==> src/rtl/io_bus_ctrl.sv <==
// rtl/io_bus_ctrl.sv - clocked memory-mapped IO bus controller with per-slot wait states
//
// Purpose: sits between the CPU load/store unit and NUM_SLV peripheral slots.
// Decodes the top SEL_W address bits against per-slot base selectors, inserts
// the slot's programmed wait states, issues one-cycle registered strobes and
// returns registered read data with a one-cycle ready pulse. Unmapped accesses
// complete with err and are counted and recorded.
//
// Ports:
//   clk, rst_n          clock, asynchronous active-low reset
//   req, we, addr, wdata  master request (held until ready)
//   ready, rdata, err     completion pulse, read data, unmapped flag
//   slv_cs/slv_we/slv_rd  one-hot registered slot strobes
//   slv_addr, slv_wdata   latched address / write data
//   slv_rdata             packed slot read data, slot i at [i*DATA_W +: DATA_W]
//   err_cnt, err_addr     saturating unmapped count, last unmapped address
module io_bus_ctrl #(
  parameter int NUM_SLV = 8,
  parameter int ADDR_W  = 32,
  parameter int DATA_W  = 32,
  parameter int SEL_W   = 12,
  parameter logic [NUM_SLV*SEL_W-1:0] SLV_BASE =
    {12'h008, 12'h007, 12'h006, 12'h005, 12'h004, 12'h003, 12'h002, 12'h001},
  parameter logic [NUM_SLV*4-1:0] SLV_WAIT = '0
) (
  input  logic                       clk,
  input  logic                       rst_n,
  input  logic                       req,
  input  logic                       we,
  input  logic [ADDR_W-1:0]          addr,
  input  logic [DATA_W-1:0]          wdata,
  output logic                       ready,
  output logic [DATA_W-1:0]          rdata,
  output logic                       err,
  output logic [NUM_SLV-1:0]         slv_cs,
  output logic [NUM_SLV-1:0]         slv_we,
  output logic [NUM_SLV-1:0]         slv_rd,
  output logic [ADDR_W-1:0]          slv_addr,
  output logic [DATA_W-1:0]          slv_wdata,
  input  logic [NUM_SLV*DATA_W-1:0]  slv_rdata,
  output logic [7:0]                 err_cnt,
  output logic [ADDR_W-1:0]          err_addr
);

  typedef enum logic [1:0] {S_IDLE, S_WAIT, S_ACCESS, S_RESP} state_t;

  state_t               state, state_nxt;
  logic [3:0]           cnt;
  logic [NUM_SLV-1:0]   slot_q;     // one-hot slot of the access in flight
  logic                 we_q;

  logic [NUM_SLV-1:0]   dec_oh;
  logic [3:0]           dec_wait;
  logic                 dec_hit;
  logic [NUM_SLV-1:0]   sel_oh;
  logic                 sel_we;
  logic [DATA_W-1:0]    rd_mux;
  logic                 accept;

  // Scan from the top down so the lowest matching index wins on overlap.
  always_comb begin
    dec_oh   = '0;
    dec_wait = '0;
    for (int i = NUM_SLV - 1; i >= 0; i--) begin
      if (addr[ADDR_W-1 -: SEL_W] == SLV_BASE[i*SEL_W +: SEL_W]) begin
        dec_oh    = '0;
        dec_oh[i] = 1'b1;
        dec_wait  = SLV_WAIT[i*4 +: 4];
      end
    end
    dec_hit = |dec_oh;
  end

  always_comb begin
    rd_mux = '0;
    for (int i = 0; i < NUM_SLV; i++) begin
      if (slot_q[i]) rd_mux = rd_mux | slv_rdata[i*DATA_W +: DATA_W];
    end
  end

  assign accept = (state == S_IDLE) && req;

  // Strobes are registered from the next state, so the slot selection must
  // come from the decoder on the accepting cycle and from the latch after.
  assign sel_oh = (state == S_IDLE) ? dec_oh : slot_q;
  assign sel_we = (state == S_IDLE) ? we : we_q;

  always_comb begin
    state_nxt = state;
    case (state)
      S_IDLE: begin
        if (req) begin
          if (!dec_hit)              state_nxt = S_RESP;
          else if (dec_wait != 4'd0) state_nxt = S_WAIT;
          else                       state_nxt = S_ACCESS;
        end
      end
      S_WAIT:   if (cnt == 4'd1) state_nxt = S_ACCESS;
      S_ACCESS: state_nxt = S_RESP;
      S_RESP:   state_nxt = S_IDLE;
      default:  state_nxt = S_IDLE;
    endcase
  end

  always_ff @(posedge clk or negedge rst_n) begin
    if (!rst_n) begin
      state     <= S_IDLE;
      cnt       <= '0;
      slot_q    <= '0;
      we_q      <= 1'b0;
      ready     <= 1'b0;
      err       <= 1'b0;
      rdata     <= '0;
      slv_cs    <= '0;
      slv_we    <= '0;
      slv_rd    <= '0;
      slv_addr  <= '0;
      slv_wdata <= '0;
      err_cnt   <= '0;
      err_addr  <= '0;
    end else begin
      state  <= state_nxt;
      ready  <= (state_nxt == S_RESP);
      err    <= accept && !dec_hit;
      slv_cs <= (state_nxt == S_ACCESS) ? sel_oh : '0;
      slv_we <= (state_nxt == S_ACCESS && sel_we) ? sel_oh : '0;
      slv_rd <= (state_nxt == S_ACCESS && !sel_we) ? sel_oh : '0;

      if (accept) begin
        slv_addr  <= addr;
        slv_wdata <= wdata;
        we_q      <= we;
        slot_q    <= dec_oh;
        cnt       <= dec_wait;
        if (!dec_hit) begin
          err_addr <= addr;
          rdata    <= '0;
          if (err_cnt != 8'hFF) err_cnt <= err_cnt + 8'd1;
        end
      end

      if (state == S_WAIT) cnt <= cnt - 4'd1;

      if (state == S_ACCESS && !we_q) rdata <= rd_mux;
    end
  end

endmodule

==> config.mk <==
export PLATFORM = sky130hd
export DESIGN_NAME = io_bus_ctrl
export DESIGN_NICKNAME = d
export VERILOG_FILES = /design/src/rtl/io_bus_ctrl.sv
export SDC_FILE = /design/constraint.sdc
export NUM_CORES = 1
export LEC_CHECK = 0
export CAP_MARGIN = 10
export CORE_AREA = 8 8 185 187
export DETAILED_ROUTE_END_ITERATION = 8
export DIE_AREA = 0 0 193 195
export GPL_ROUTABILITY_DRIVEN = 0
export PLACE_DENSITY_LB_ADDON = 0.15
export RECOVER_POWER = 25
export SLEW_MARGIN = 15
export SYNTH_ARGS = -nofsm -noshare
export SYNTH_HDL_FRONTEND = slang
export SYNTH_SLANG_ARGS = --single-unit
==> constraint.sdc <==
create_clock -name clk -period 2.1 [get_ports clk]
set_clock_uncertainty 0.05 [all_clocks]
set_input_delay 0.63 -clock clk [delete_from_list [all_inputs] [get_ports clk]]
set_output_delay 0.63 -clock clk [all_outputs]
set_load 0.005 [all_outputs]
### After elaboration in Yosys (flattened, before gate mapping)

Cells that the tools add are included.

* bits of input ports: 324
* bits in registers: 177
* word-level logic and storage cells: 85

* bitwise gates (word level): 8
* $add $sub $neg: 2
* multiplexer cells: 30
* reductions and logical operators: 15
* eq/ne operators: 16

Operators by type and width (number)
* two-way mux 32 bit: 11
* bitwise OR 32 bit: 7
* two-way mux 8 bit: 12
* equality test 12 x 3 -> 1 bit (second input constant): 4
* equality test 12 x 2 -> 1 bit (second input constant): 2
* equality test 12 x 1 -> 1 bit (second input constant): 1
* equality test 12 x 4 -> 1 bit (second input constant): 1
* adder 8 x 1 -> 8 bit (second input constant): 1
* equality test 2 bit (second input constant): 4
* two-way mux 4 bit: 2
* inequality test 8 bit (second input constant): 1
* one-hot mux 2 bit (4 select lines): 1
* OR reduction 8 bit: 1
* logical AND 1 bit: 5
* equality test 4 x 1 -> 1 bit (second input constant): 1
* two-way mux 2 bit: 2
* AND reduction 2 bit: 2
* nonzero test 2 bit: 2
* subtractor 4 x 1 -> 4 bit (second input constant): 1
* zero test 1 bit: 3
* AND reduction 3 bit: 1
* equality test 2 x 1 -> 1 bit (second input constant): 1
* zero test 2 bit: 1
* two-way mux 1 bit: 2
* 2 further kinds: 2

### Logic depth before layout (Yosys ltp)

* depth after elaboration: 16
* gate-level depth with buffers: 8
* gate-level depth less buffers: 6

### Worst setup path before layout

No wires, ideal clock.

* path type: input port to flip-flop
* start point: in addr[25]
* end point: reg err_addr[27]
* data required time: 1925 ps
* setup slack: -370 ps
* arrival time: 2296 ps
* stages: 6
* cell sequence: or4_1 -> nor4_2 -> nand2b_1 -> buf_2 -> buf_2 -> mux2_2

* cells in the longest elaborated chain, start to end: 12
* elaborated cells on any way between the ends: 19
* classes of those cells: 8 x eq/ne; 8 x mux; 1 x bitwise; 2 x reduce/logical

RTL lines
* from (decl): line 30 `input logic [ADDR_W-1:0] addr,`
* equality test 12 x 4 -> 1 bit: line 65 `if (addr[ADDR_W-1 -: SEL_W] == SLV_BASE[i*SEL_W +: SEL_W]) begin`
* two-way mux 8 bit (7 in a row): line 65
* two-way mux 8 bit (*): line 65
* OR reduction 8 bit (*): line 71 `dec_hit = |dec_oh;`
* inverter 1 bit (no line) (*)
* AND reduction 2 bit (no line) (*)
* to (signal assigned): line 136 `err_addr <= addr;`
* to (decl): line 42 `output logic [ADDR_W-1:0] err_addr`

Every way passes the cells marked *; elsewhere a longest branch is shown, timed or not.
A chain may end at the register's enable or synchronous reset.

### Final worst setup path

* start point: in addr[25]
* end point: reg err_addr[20]

Same word-level chain as after synthesis.

==> flow_metrics.py <==
metrics = {
    "status": {
        "status": "finished, violations left",
        "failed_checks": "setup timing",
    },
    "final_layout": {
        "nets": 1640,
        "final_common_cell": "clkdlybuf4s50_1",
        "drive_gt1_share_pct": 16.2,
        "fillers": 3000,
        "mostFrequentLayoutCells": "clkdlybuf4s50_1, nand2_1, dfrtp_1, a22oi_1, buf_4",
        "syn2layout_area_growth_pct": 80.9,
    },
    "power": {
        "p_comb_share_pct": 41.2,
        "p_int_mw": 9.73,
        "p_clk_share_pct": 22.8,
        "p_leak_nw": 6.25,
        "pwr-share-seq_pct": 35.9,
        "ir_worst_vdd_uv": 590,
        "swShare_pct": 31.1,
        "p_switching_mw": 4.40,
        "power.density_nw_per_um2": 956,
        "power_mw": 14.1,
    },
    "detailed_routing": {
        "wirelength_mm": 41.9,
        "drt_iter0_drc": 349,
        "firstDrtPassIters": 5,
        "drc": 0,
        "drtAntennaViolNets": 0,
        "vias": 8568,
        "wl_per_cell_um": 24.1,
        "viasPerCell": 4.94,
    },
    "yosys": {
        "synth_area_sq_um": 8170,
        "synth_edf_count": 0,
        "yosys.area.top_type_share_pct": 54.2,
        "ys_ff_latch": 177,
        "syn-num-nets": 1120,
        "yosys-top-cells-area": "dfrtp_1, nand2_1, a22oi_1",
        "synth_cell_types": 47,
        "synth-seq-area-share_pct": 54.2,
        "synth_top_flop_cell": "dfrtp_1",
        "yosys.area.top_type": "dfrtp_1",
        "synth_warnings": 0,
        "avgSynthCellArea_sq_um": 10.3,
        "postSynthCellCount": 793,
        "synthArstFlopShare_pct": 100,
    },
    "setup_path": {
        "arrival_ps": 2380,
        "path_cells": "buf_6, or4_4, nor4_4, nand2b_4, buf_12, buf_8, mux2_4",
        "rrSetupSlack_ps": 200,
        "cp_top_family": "simple AND/OR/NAND/NOR gates",
        "crit_path_start_kind": "primary input",
        "slowest_stage": "or4_4",
        "slowest_delay_ps": 560,
        "r2r-end": "rdata[10]",
        "cp.required_ps": 2370,
        "end_kind": "register",
        "crit_buf_inv": 3,
        "cp_max_fo": 4,
        "r2r_start": "slot_q[1]",
        "r2r_cells": 5,
        "path_class": "in -> reg",
    },
    "clock_network": {
        "ctsHoldBuffers": 0,
        "cts_root_buffer": "clkbuf_16",
        "cts.sinks": 177,
        "cts_made_buffers": 17,
        "cts_tree": "built",
        "clk_pin_slew_ps": 70,
        "clk_latency_ps": 440,
        "cts_buffer_depth": 2,
        "cts_max_level": 4,
    },
    "timing": {
        "drv_slew": 0,
        "rsz0062_at_grt": "true",
        "hold_viol_final": 0,
        "setup_ws_ps": -7.39,
        "worstMarginPinSlew_ps": 983,
        "tns_ps": -15.5,
        "slew_headroom_pct": 34.5,
        "max_freq_mhz": 475,
        "fin_crit_sh_pct": 100,
        "min_period_ps": 2110,
        "finalSetupViolCount": 3,
    },
    "floorplan": {
        "ios": 486,
        "die_area_sq_um": 37600,
        "start_util_pct": 26.2,
        "rows": 65,
        "coreArea_sq_um": 31200,
        "die_x_um": 193,
        "die_y_um": 195,
    },
    "grt": {
        "grt_pass1_vias": 9057,
        "grt_antenna_before_repair": 15,
        "gr-total-overflow": 0,
        "grt_usage_pct": 21.3,
        "grt_pass1_wl_mm": 59.8,
        "grt_max_degree": 55,
    },
    "hold_path": {
        "min_path_type": "in -> async",
    },
    "placed_design": {
        "dp_hpwl_mm": 32.7,
        "io_buffers": 485,
    },
    "job": {
        "maxCapViolCount": 0,
    },
}
power by group through the flow:
stage                     sequential [mW]  clock (mW)  combinational (mW)
after floorplan                      5.14           0                1.93
after global placement               5.09           0                5.59
after detailed placement             5.10           0                5.62
after CTS                            5.08        3.35                5.95
after global routing                 5.22        3.48                6.35
final                                5.08        3.23                5.83
through the flow:
stage | area, sq um | setup slack, ps | hold slack, ps | util [%] | instances
floorplan | 8210 | -269 | 284 | - | 793
global placement | 14000 | -843 | 407 | 44.8 | 1687
detailed placement | 14000 | -869 | 411 | 44.8 | 1687
CTS | 14800 | 13.1 | 53.0 | 47.3 | 1729
global route | 14800 | -57.8 | 365 | 47.3 | 1735
finish | 14800 | -7.39 | 291 | 47.3 | 1735
metal layers:
| metal | global-route usage (%) | wire length [um] | vias up |
|---|---|---|---|
| met5 | 0 | 67 | - |
| met4 | 8.46 | 1250 | 10 |
| met3 | 8.34 | 4250 | 65 |
| met2 | 37.2 | 21000 | 369 |
| met1 | 22.7 | 15300 | 4190 |
| li1 | - | - | 3934 |
worst max-delay path by stage:
stage	startpoint	end	slack, ps	cells after the start
5_1_grt	addr[25]	err_addr[20]	-60	7
4_1_cts	addr[31]	err_addr[20]	10	7
6_report	addr[25]	err_addr[20]	-7	7
2_1_floorplan	addr[26]	err_addr[10]	-270	7
3_3_place_gp	addr[26]	err_addr[19]	-840	6
3_5_place_dp	addr[26]	err_addr[18]	-870	6
worst reg2reg max path, delay by kind of cell (launching register included):
kind	cells	cell delay [ps]
buf+inv	1	280
compound gates	4	820
flops	1	620
synth_stat cells (2+ instances only):
cell	number
nor2_1	31
buf_6	2
o21ai_0	13
or3b_2	2
dfrtp_1	177
ha_1	3
a221oi_1	32
or4_1	2
nor3_1	5
o211ai_1	2
nand2_1	189
nor4_1	3
a31o_2	32
nor4_2	2
inv_1	5
clkbuf_1	58
xor2_1	4
a22oi_1	69
nor2b_1	4
mux2_4	10
nand2b_1	7
and2_1	2
a31oi_1	34
a22o_1	40
mux2_2	18
buf_2	6
or2_2	2
nor4b_1	2
nand3_1	13
buf_4	2
mux2_1	6
timing repair:
item                                    CTS  global route
gates resized for setup                  63            25
pin swaps                                 4             8
setup buffers                            10             1
cloned                                    1             0
endpoints found under the setup margin  115            82
cell type report:
type / instances / area (sq um) / area share (%)
sequential: 177 / 4430 / 30.0
clock inverter: 8 / 90.1 / 0.609
clock buffer: 23 / 498 / 3.37
timing repair buffer: 570 / 5620 / 38.0
tap: 402 / 503 / 3.40
antenna: 8 / 20.0 / 0.135
inverter: 6 / 35.0 / 0.237
multi-input combinational: 541 / 3590 / 24.3
registers in the layout, summed over array words and instances (netlist names):
name	cells
cnt	4
slv_wdata	32
ready	1
we_q	1
slv_addr	32
err_addr	32
slv_cs	8
slot_q	8
state	2
err_cnt	8
slv_rd	8
slv_we	8
err	1
rdata	32
logic make-up (layout without fill, tap and decap cells):
group	Yosys count	in the layout	synth area share (%)
multiplexers	34	34	5.14
XOR/XNOR	5	5	0.536
adder cells (fa/ha/maj)	3	3	0.459
other	0	8	0
AND/OR/NAND/NOR	270	270	14.1
AO/OA/AOI/OAI	229	229	21.7
flip-flops	177	177	54.2
buffers and inverters	75	607	3.81
(Power assumes the default switching activity.)
